File: config.mk
export PLATFORM = sky130hd
export DESIGN_NAME = mole_scheduler
export DESIGN_NICKNAME = d
export VERILOG_FILES = /design/src/rtl/mole_pkg.sv /design/src/rtl/mole_lfsr.sv /design/src/rtl/mole_scheduler.sv
export SDC_FILE = /design/constraint.sdc
export NUM_CORES = 1
export LEC_CHECK = 0
export CELL_PAD_IN_SITES_DETAIL_PLACEMENT = 1
export CELL_PAD_IN_SITES_GLOBAL_PLACEMENT = 1
export CORE_MARGIN = 2
export CORE_UTILIZATION = 35
export CTS_BUF_LIST = sky130_fd_sc_hd__clkbuf_4 sky130_fd_sc_hd__clkbuf_8
export DETAILED_ROUTE_END_ITERATION = 10
export GPL_ROUTABILITY_DRIVEN = 1
export HOLD_SLACK_MARGIN = 0.06
export PLACE_DENSITY = 0.64
export SYNTH_ARGS = -nofsm -noshare
export SYNTH_HDL_FRONTEND = slang
export SYNTH_SLANG_ARGS = --single-unit
File: constraint.sdc
create_clock -name clk -period 16.94 [get_ports clk]
set_clock_uncertainty 0.2 [all_clocks]
set_input_delay 5.082 -clock clk [delete_from_list [all_inputs] [get_ports clk]]
set_output_delay 5.082 -clock clk [all_outputs]
set_load 0.02 [all_outputs]
File: src/rtl/mole_pkg.sv
// Shared types and constants for the whack-a-mole game scheduler.
package mole_pkg;

  localparam int unsigned N_HOLES = 12;
  localparam int unsigned IDX_W   = 4;
  localparam int unsigned TIMER_W = 6;

  typedef enum logic [2:0] {
    StIdle   = 3'd0,
    StRun    = 3'd1,
    StPaused = 3'd2,
    StWin    = 3'd3,
    StLose   = 3'd4
  } state_e;

  function automatic logic [IDX_W-1:0] popcount(input logic [N_HOLES-1:0] v);
    logic [IDX_W-1:0] c;
    c = '0;
    for (int i = 0; i < N_HOLES; i++) begin
      c = c + IDX_W'(v[i]);
    end
    return c;
  endfunction

endpackage

File: src/rtl/mole_lfsr.sv
// Free-running 16-bit Galois LFSR (x^16+x^14+x^13+x^11), shifting right every clock.
module mole_lfsr #(
  parameter logic [15:0] SEED = 16'hACE1
) (
  input  logic        clk,
  input  logic        reset,
  output logic [15:0] lfsr
);

  localparam logic [15:0] TAPS = 16'hB400;

  always_ff @(posedge clk) begin
    if (reset) begin
      lfsr <= SEED;
    end else begin
      lfsr <= {1'b0, lfsr[15:1]} ^ ({16{lfsr[0]}} & TAPS);
    end
  end

endmodule

File: src/rtl/mole_scheduler.sv
// Game controller: spawns moles, ages them, resolves hammer hits and tracks lives/score.
module mole_scheduler
  import mole_pkg::*;
#(
  parameter int unsigned NUM_MOLES   = N_HOLES,
  parameter int unsigned UP_TICKS    = 48,
  parameter int unsigned SPAWN_TICKS = 16,
  parameter int unsigned MAX_ACTIVE  = 3,
  parameter int unsigned LIVES       = 3,
  parameter int unsigned WIN_SCORE   = 20,
  parameter logic [15:0] LFSR_SEED   = 16'hACE1
) (
  input  logic                 clk,
  input  logic                 reset,
  input  logic                 tick,
  input  logic                 is_start,
  input  logic                 is_pause,
  input  logic                 hit_valid,
  input  logic [IDX_W-1:0]     hit_index,
  output logic [NUM_MOLES-1:0] mole_up,
  output logic [2:0]           live,
  output logic [7:0]           score,
  output logic                 is_win,
  output logic                 is_lose
);

  localparam logic [TIMER_W-1:0] UP_LOAD    = TIMER_W'(UP_TICKS);
  localparam logic [7:0]         SPAWN_LOAD = 8'(SPAWN_TICKS);
  localparam logic [2:0]         LIVES_LOAD = 3'(LIVES);
  localparam logic [7:0]         WIN_AT     = 8'(WIN_SCORE);
  localparam logic [IDX_W-1:0]   MAX_UP     = IDX_W'(MAX_ACTIVE);
  localparam logic [IDX_W-1:0]   HOLES      = IDX_W'(NUM_MOLES);

  state_e                 state_q, state_d;
  logic [NUM_MOLES-1:0]   mole_q, mole_d;
  logic [TIMER_W-1:0]     timer_q [NUM_MOLES];
  logic [TIMER_W-1:0]     timer_d [NUM_MOLES];
  logic [7:0]             spawn_q, spawn_d;
  logic [2:0]             live_q, live_d;
  logic [7:0]             score_q, score_d;
  logic                   win_q, win_d;
  logic                   lose_q, lose_d;

  logic [15:0]            lfsr_state;
  logic [IDX_W-1:0]       spawn_idx;
  logic                   unused_lfsr;

  logic [NUM_MOLES-1:0]   up;
  logic                   hit_ok;
  logic [IDX_W-1:0]       n_timeout;
  logic [7:0]             spawn_left;

  mole_lfsr #(
    .SEED(LFSR_SEED)
  ) u_lfsr (
    .clk  (clk),
    .reset(reset),
    .lfsr (lfsr_state)
  );

  assign spawn_idx   = lfsr_state[IDX_W-1:0];
  assign unused_lfsr = ^lfsr_state[15:IDX_W];

  always_comb begin
    state_d    = state_q;
    mole_d     = mole_q;
    timer_d    = timer_q;
    spawn_d    = spawn_q;
    live_d     = live_q;
    score_d    = score_q;
    win_d      = win_q;
    lose_d     = lose_q;
    up         = mole_q;
    hit_ok     = 1'b0;
    n_timeout  = '0;
    spawn_left = '0;

    if (!is_start) begin
      state_d = StIdle;
      mole_d  = '0;
      timer_d = '{default: '0};
      spawn_d = '0;
      live_d  = LIVES_LOAD;
      score_d = '0;
      win_d   = 1'b0;
      lose_d  = 1'b0;
    end else begin
      case (state_q)
        StIdle: begin
          state_d = StRun;
          mole_d  = '0;
          timer_d = '{default: '0};
          spawn_d = SPAWN_LOAD;
          live_d  = LIVES_LOAD;
          score_d = '0;
          win_d   = 1'b0;
          lose_d  = 1'b0;
        end
        StRun: begin
          // Hit is judged against the pre-cycle vector; ageing and spawn see the post-hit one.
          if (hit_valid && (hit_index < HOLES)) begin
            if (mole_q[hit_index]) begin
              hit_ok            = 1'b1;
              up[hit_index]     = 1'b0;
              timer_d[hit_index] = '0;
            end
          end

          if (tick) begin
            for (int i = 0; i < NUM_MOLES; i++) begin
              if (up[i]) begin
                if (timer_q[i] == TIMER_W'(1)) begin
                  up[i]      = 1'b0;
                  timer_d[i] = '0;
                  n_timeout  = n_timeout + IDX_W'(1);
                end else begin
                  timer_d[i] = timer_q[i] - TIMER_W'(1);
                end
              end
            end

            spawn_left = (spawn_q == 8'd0) ? 8'd0 : spawn_q - 8'd1;
            spawn_d    = spawn_left;
            // A failed attempt leaves the counter at zero so the next tick retries.
            if ((spawn_left == 8'd0) && (spawn_idx < HOLES)) begin
              if (!up[spawn_idx] && (popcount(up) < MAX_UP)) begin
                up[spawn_idx]      = 1'b1;
                timer_d[spawn_idx] = UP_LOAD;
                spawn_d            = SPAWN_LOAD;
              end
            end
          end

          mole_d = up;

          if (hit_ok && (score_q != 8'hFF)) begin
            score_d = score_q + 8'd1;
          end

          if ({1'b0, live_q} <= n_timeout) begin
            live_d = '0;
          end else begin
            live_d = live_q - n_timeout[2:0];
          end

          if (hit_ok && (score_d == WIN_AT)) begin
            state_d = StWin;
            win_d   = 1'b1;
            mole_d  = '0;
            timer_d = '{default: '0};
          end else if (live_d == 3'd0) begin
            state_d = StLose;
            lose_d  = 1'b1;
            mole_d  = '0;
            timer_d = '{default: '0};
          end else if (is_pause) begin
            state_d = StPaused;
          end
        end
        StPaused: begin
          if (!is_pause) begin
            state_d = StRun;
          end
        end
        StWin, StLose: begin
          state_d = state_q;
        end
        default: begin
          state_d = StIdle;
        end
      endcase
    end
  end

  always_ff @(posedge clk) begin
    if (reset) begin
      state_q <= StIdle;
      mole_q  <= '0;
      timer_q <= '{default: '0};
      spawn_q <= '0;
      live_q  <= LIVES_LOAD;
      score_q <= '0;
      win_q   <= 1'b0;
      lose_q  <= 1'b0;
    end else begin
      state_q <= state_d;
      mole_q  <= mole_d;
      timer_q <= timer_d;
      spawn_q <= spawn_d;
      live_q  <= live_d;
      score_q <= score_d;
      win_q   <= win_d;
      lose_q  <= lose_d;
    end
  end

  assign mole_up = mole_q;
  assign live    = live_q;
  assign score   = score_q;
  assign is_win  = win_q;
  assign is_lose = lose_q;

endmodule
### After elaboration in Yosys (flattened, before gate mapping)

Index checks and enable logic that the tools add are counted.

| word-level totals | value |
|---|---|
| register bits after elaboration | 124 |
| input port bits | 10 |

| cells by class | value |
|---|---|
| add/sub/neg operators | 37 |
| $lt $le $gt $ge | 12 |
| eq/ne operators | 24 |
| mux-type cells | 237 |
| bitwise operators | 13 |
| reduce and logical (&&, ||, !) cells | 21 |

Operator list:

| kind | number |
|---|---|
| 72-bit 2-to-1 mux | 7 |
| 6-bit 2-to-1 mux | 62 |
| 4-bit 2-to-1 mux | 58 |
| 72-bit case mux with 2 select lines | 1 |
| 12-bit 2-to-1 mux | 9 |
| 1-bit 2-to-1 mux | 73 |
| 72-bit bitwise AND | 1 |
| 6-bit by 1-bit equality test with 1-bit output (second input constant) | 12 |
| 72-bit NOT | 1 |
| 6-bit by 1-bit subtractor with 6-bit output (second input constant) | 12 |
| 8-bit 2-to-1 mux | 7 |
| 48-bit bitwise AND | 1 |
| 6-bit demux with 4-bit select | 2 |
| 48-bit NOT | 1 |
| 4-bit by 1-bit adder with 4-bit output (second input constant) | 11 |
| 4-bit by 1-bit adder with 4-bit output | 8 |
| 8-bit case mux with 2 select lines | 2 |
| 24-bit bitwise OR | 1 |
| 12-bit case mux with 2 select lines | 1 |
| 3-bit 2-to-1 mux | 7 |
| 8-bit logical NOT | 2 |
| 15-bit by 16-bit XOR with 16-bit output | 1 |
| 12-bit bitwise AND | 1 |
| 12-bit NOT | 1 |
| 35 further kinds | 62 |

### Depth between registers and ports, before layout

Gate-level depths: netlist of run 1.

| depth | value |
|---|---|
| word-level depth | 88 |
| gate-level depth with buffers | 48 |

### Hierarchy

Synthesis of run 1 repeated with hierarchy kept, for this count alone.

| unflattened totals | value |
|---|---|
| cells, all modules | 1324 |
| area, all modules | 9818.2 um2 |

Modules (own cells, without submodules):

| module | times used | cells each | area an instance (um2) | seq. area each (um2) |
|---|---|---|---|---|
| mole_scheduler | 1 | 1288 | 9355.2 | 2162.1 |
| mole_lfsr | 1 | 36 | 462.9 | 320.3 |

### Least setup slack after synthesis of run 1

OpenSTA, ideal clock, no wires.

| timing path | value |
|---|---|
| path kind | in2reg |
| start point | in hit_index[1] |
| end point | reg timer_q[43] (netlist name) |
| setup time | 0.087 ns |
| arrival | 13.923 ns |
| slack | 2.730 ns |
| cell stages on the path | 47 |
| buffers on the path | 4 |
| path through | clkbuf_1 -> or3b_2 -> o21ai_0 -> nor2_1 -> ha_1 -> nand2_1 -> a21oi_1 -> a31o_2 -> buf_6 -> ha_1 -> nand3_1 -> nand2_1 -> ha_1 -> nor3_1 -> a31oi_1 -> xnor2_2 -> nor2_1 -> or4_1 -> [... 11 more ...] -> nor2_1 -> nor2_1 -> ha_1 -> a21oi_1 -> nand2b_1 -> inv_1 -> fa_1 -> xor2_1 -> a22oi_1 -> o21ai_0 -> nor2_1 -> nand2_1 -> nor2_1 -> nand2_1 -> or2_1 -> buf_2 -> or4_1 -> o31ai_1 |

| between the ends | value |
|---|---|
| word-level cells in the longest chain between the ends | 88 |
| elaborated cells between the ends (all ways) | 186 |
| those cells by class | add/sub (23); order compare (7); eq/ne (1); mux (141); bitwise (6); reduce/logical (8) |

RTL lines:

| what | RTL line | RTL |
|---|---|---|
| start: declaration | mole_scheduler.sv:19 | `input logic [IDX_W-1:0] hit_index,` |
| 4-bit by 5-bit less-than comparator with 1-bit output (implied by the code) or 4-bit by 1-bit greater-or-equal comparator with 1-bit output (tied branches) | mole_scheduler.sv:104 | `up[hit_index] = 1'b0;` |
| 1-bit logical AND (implied by the code) | mole_scheduler.sv:104 |  |
| 1-bit 2-to-1 mux (implied by the code) | mole_scheduler.sv:104 |  |
| 1-bit demux with 4-bit select | mole_scheduler.sv:104 |  |
| 12-bit NOT (no line) | -- |  |
| 12-bit bitwise AND (no line) | -- |  |
| 12-bit 2-to-1 mux | mole_scheduler.sv:102 | `if (mole_q[hit_index]) begin` |
| 12-bit 2-to-1 mux | mole_scheduler.sv:101 | `if (hit_valid && (hit_index < HOLES)) begin` |
| [... 72 more ...] | -- |  |
| 3-bit by 4-bit less-or-equal comparator with 1-bit output or 3-bit subtractor (tied branches) | mole_scheduler.sv:140, mole_scheduler.sv:143 |  |
| 3-bit 2-to-1 mux | mole_scheduler.sv:140 | `if ({1'b0, live_q} <= n_timeout) begin` |
| 3-bit 2-to-1 mux | mole_scheduler.sv:88 | `case (state_q)` |
| 3-bit 2-to-1 mux | mole_scheduler.sv:78 | `if (!is_start) begin` |
| 3-bit logical NOT | mole_scheduler.sv:151 | `end else if (live_d == 3'd0) begin` |
| 72-bit 2-to-1 mux | mole_scheduler.sv:151 |  |
| 72-bit 2-to-1 mux * | mole_scheduler.sv:146 | `if (hit_ok && (score_d == WIN_AT)) begin` |
| 72-bit case mux with 2 select lines * | mole_scheduler.sv:88 |  |
| end signal: assignment | mole_scheduler.sv:188 | `timer_q <= timer_d;` |
| end: declaration | mole_scheduler.sv:36 | `logic [TIMER_W-1:0] timer_q [NUM_MOLES];` |

Every way passes the cells marked *; elsewhere a longest branch is shown, timed or not. The select of a mux whose other input is x is not followed.
A chain may end at the register's enable or synchronous reset.

### Worst setup path in the final report of run 1

| timing path | value |
|---|---|
| start point | in hit_valid |
| end point | reg timer_q[43] (netlist name) |

| between the ends | value |
|---|---|
| word-level cells in the longest chain between the ends | 82 |
| elaborated cells between the ends (all ways) | 165 |
| those cells by class | add/sub (23); order compare (2); eq/ne (1); mux (132); bitwise (1); reduce/logical (6) |

RTL lines:

| what | RTL line | RTL |
|---|---|---|
| start: declaration | mole_scheduler.sv:18 | `input logic hit_valid,` |
| 1-bit logical AND * | mole_scheduler.sv:101 |  |
| 12-bit 2-to-1 mux | mole_scheduler.sv:101 |  |
| 12-bit 2-to-1 mux | mole_scheduler.sv:88 |  |
| 12-bit 2-to-1 mux | mole_scheduler.sv:78 |  |
| 1-bit 2-to-1 mux | mole_scheduler.sv:111 | `if (up[i]) begin` |
| 4-bit 2-to-1 mux | mole_scheduler.sv:109 | `if (tick) begin` |
| 4-bit 2-to-1 mux | mole_scheduler.sv:88 |  |
| 4-bit 2-to-1 mux | mole_scheduler.sv:78 |  |
| [... 66 more ...] | -- |  |
| 3-bit by 4-bit less-or-equal comparator with 1-bit output or 3-bit subtractor (tied branches) | mole_scheduler.sv:140, mole_scheduler.sv:143 |  |
| 3-bit 2-to-1 mux | mole_scheduler.sv:140 |  |
| 3-bit 2-to-1 mux | mole_scheduler.sv:88 |  |
| 3-bit 2-to-1 mux | mole_scheduler.sv:78 |  |
| 3-bit logical NOT | mole_scheduler.sv:151 |  |
| 72-bit 2-to-1 mux | mole_scheduler.sv:151 |  |
| 72-bit 2-to-1 mux * | mole_scheduler.sv:146 |  |
| 72-bit case mux with 2 select lines * | mole_scheduler.sv:88 |  |

Marked as above.

==> results of run 1 <==
[routing by layer]
| layer | vias to the layer above | GRT usage, % |
|---|---|---|
| met1 | 4620 | 32.5 |
| met3 | 49 | 4.97 |
| li1 | 4531 | - |
| met4 | 0 | 9.37 |
| met5 | - | 0 |
| met2 | 182 | 40.1 |
[cell families (layout without fill, tap and decap cells)]
logic type               after synthesis  after routing  share of synthesized area, %
AO/OA/AOI/OAI                        351            351                          23.8
XOR/XNOR                              66             66                          7.02
adder cells (fa/ha/maj)               52             52                          7.68
buffers and inverters                142            171                          5.96
flip-flops                           124            124                          26.8
multiplexers                          11             11                          2.01
AND/OR/NAND/NOR                      505            505                          26.7
[worst paths after layout]
path / startpoint / endpoint / slack [ns] / depth (start not counted)
worst min register to register: u_lfsr.lfsr[7] / u_lfsr.lfsr[6] / 0.22 / 1
worst max-delay path: hit_valid / timer_q[43] / 1.29 / 45
worst max register to register: timer_q[60] / timer_q[43] / 6.32 / 42
worst min-delay path: u_lfsr.lfsr[7] / u_lfsr.lfsr[6] / 0.22 / 1
[final cells by class]
type,instances,area [sq um]
fill,3237,15600
multi-input combinational,985,6230
sequential,124,2480
timing repair buffer,54,485
tap,335,419
inverter,85,319
clock buffer,17,234
clock inverter,15,209
[flip-flops by register name (all words and copies together), names as in the netlist]
register / cells
score: 8
live: 3
is_win: 1
u_lfsr.lfsr: 16
state_q: 3
timer_q: 72
is_lose: 1
mole_up: 12
spawn_q: 8
[power by group through the flow]
stage                     registers, mW  clock network [mW]  logic [mW]
final                             0.298               0.307      0.0492
after global routing              0.299               0.327      0.0535
after CTS                         0.298               0.313      0.0489
after detailed placement          0.305                   0      0.0487
after global placement            0.305                   0      0.0482
after floorplan                   0.303                   0      0.0310
[critical path, delay by kind of cell]
kind	cells	cell delay [ns]
xor gates and xnor gates	4	0.70
adders and majority gates	8	2.57
and+or+nand+nor	17	3.98
AOI/OAI and AO/OA	12	2.66
buffers and inverters	4	0.82
[through the flow]
stage	power [mW]	hold slack, ns	util (%)	worst slack [ns]
floorplan	0.334	0.189	-	2.73
global placement	0.353	0.193	38.2	1.29
detailed placement	0.354	0.200	38.2	0.874
CTS	0.660	0.221	39.9	1.30
global route	0.680	0.230	39.9	0.353
finish	0.655	0.217	39.9	1.29
[cells in the final DEF (no fill, tap or decap), drive strengths merged, types with 5 or more instances in the layout]
| cell | count |
|---|---|
| nand4 | 6 |
| dfxtp | 124 |
| nor2 | 108 |
| nor4 | 6 |
| o211ai | 5 |
| clkbuf | 17 |
| o21ai | 108 |
| a31oi | 20 |
| ha | 44 |
| fa | 8 |
| nor2b | 18 |
| nor3b | 11 |
| a22o | 5 |
| a32oi | 8 |
| o31ai | 11 |
| o32ai | 13 |
| inv | 91 |
| nand2 | 139 |
| xnor2 | 46 |
| and3 | 17 |
| or2 | 17 |
| clkdlybuf4s50 | 33 |
| nand3 | 51 |
| or3 | 15 |
| a22oi | 20 |
| a32o | 5 |
| o22ai | 27 |
| a211oi | 6 |
| nand2b | 18 |
| nand3b | 7 |
| a21o | 6 |
| a21oi | 83 |
| mux4 | 6 |
| and2 | 6 |
| nor3 | 69 |
| buf | 21 |
| xor2 | 16 |
==> qor.csv, run 1 <==
metric,value,unit
outcome,finished clean,
Metal-1 WL,15.9,mm
Critical Path RT,17.13,ns
Detail Route Antenna Nets,0,
CTS tree,built,
"Setup violations, final",0,
YS warnings,0,
CTS Buf Count,17,
number of H-tree levels,4,
most frequent cell after synthesis,nand2_1,
CP max stage delay,0.68,ns
Worst Path Max Fanout,17,
Site Rows,59,
Synth top area share,26.8,%
share of layout cells above drive strength 1,7.19,%
P_sw,0.182,mW
Highest Signal Layer,met4,
mapped cell area,9250,sq um
root buffer cell,clkbuf_8,
antenna violations before repair,0,
met3 WL,1.52,mm
most frequent CP cell,ha_1,
peak supply drop,0.0000460,V
Crit-path slowest cell,or4_1,
setup TNS,0,ns
area delta synth->final,12.1,%
Worst-path clk slew,0.10,ns
"Slew Viols, Final",0,
"Async S/R FF share, synth",0,%
Final HPWL DP,25.5,mm
Die Height,167,microns
Via density,5.81,
postcts setup bufs,0,
Post-Synthesis Cells,1251,
Post-CTS Hold Buffers,0,
worst-skew pair later-pin latency,0.48,ns
ant diodes,0,
Setup crit end kind,flip-flop,
metal2 WL,15.7,mm
DRT iter0 DRCs,538,
first-pass GRT wire length,54.4,mm
WP data arrival,15.84,ns
Inst Count DP,1583,
Seq cells post-synth,124,
Max Clk Rate,63.9,MHz
largest net degree at the start of global routing,47,
vias in the first global route,9578,
DRC viols,0,
register area share after synthesis,26.8,%
Initial Utilization,35.6,%
Slew @ Worst Pin,1.03,ns
layout net count,1329,
clk sinks,124,
clk buf depth,2,
Placed Area,9930,sq um
Detailed Routing Iterations Pass 1,5,
Flop pwr share,45.5,%
die width,167,microns
final instance area,10400,sq um
WL per Instance,21.2,microns
Tmin final,15.65,ns
MaxCap Viol Count,0,
crit path kind,input pin to flip-flop,
Switching Fraction,27.8,%
internal power,0.473,mW
DR vias,9382,
Synth area leader,dfxtp_1,
P_leak,3.80,nW
IO Port Bufs,34,
Die Area,27800,sq um
GRT Total Usage,24.8,%
RSZ-0062 raised after global routing,false,
largest cells by area after synthesis,"dfxtp_1 (27%), ha_1 (5.9%), o21ai_0 (5.7%)",
global placement routability congestion,0.915,
Resized cells post-CTS,0,
num ports,35,
Core Box Area,26000,sq um
Critical Path Source Type,input pin,
"top cells by count, synth","nand2_1 (139), dfxtp_1 (124), nor2_1 (108)",
total gr overflow,0,
final WL,34.2,mm
"EDFF count, synth",0,
Comb pwr share,7.5,%
Post-synth top flop,dfxtp_1,
crit share post-route,92.4,%
Max-slew headroom,30.7,%
Post-Syn Nets,1313,
"Hold Violations, Final",0,
Clock power frac,46.9,%
mean post-synth cell area,7.40,sq um
synth unique cells,76,
Non-Filler Instances,1615,
pwr/cell area,63.1,nW/um^2
Worst Hold Class,flip-flop to flip-flop,
Power figures use the tool's default switching activity.
==> inputs of run 2 (changes only) <==
- SKIP_CTS_REPAIR_TIMING: default -> 1
- SLEW_MARGIN: default -> 15
==> results of run 2 <==
No change in the layout: final DEF, timing and power equal those of run 1.
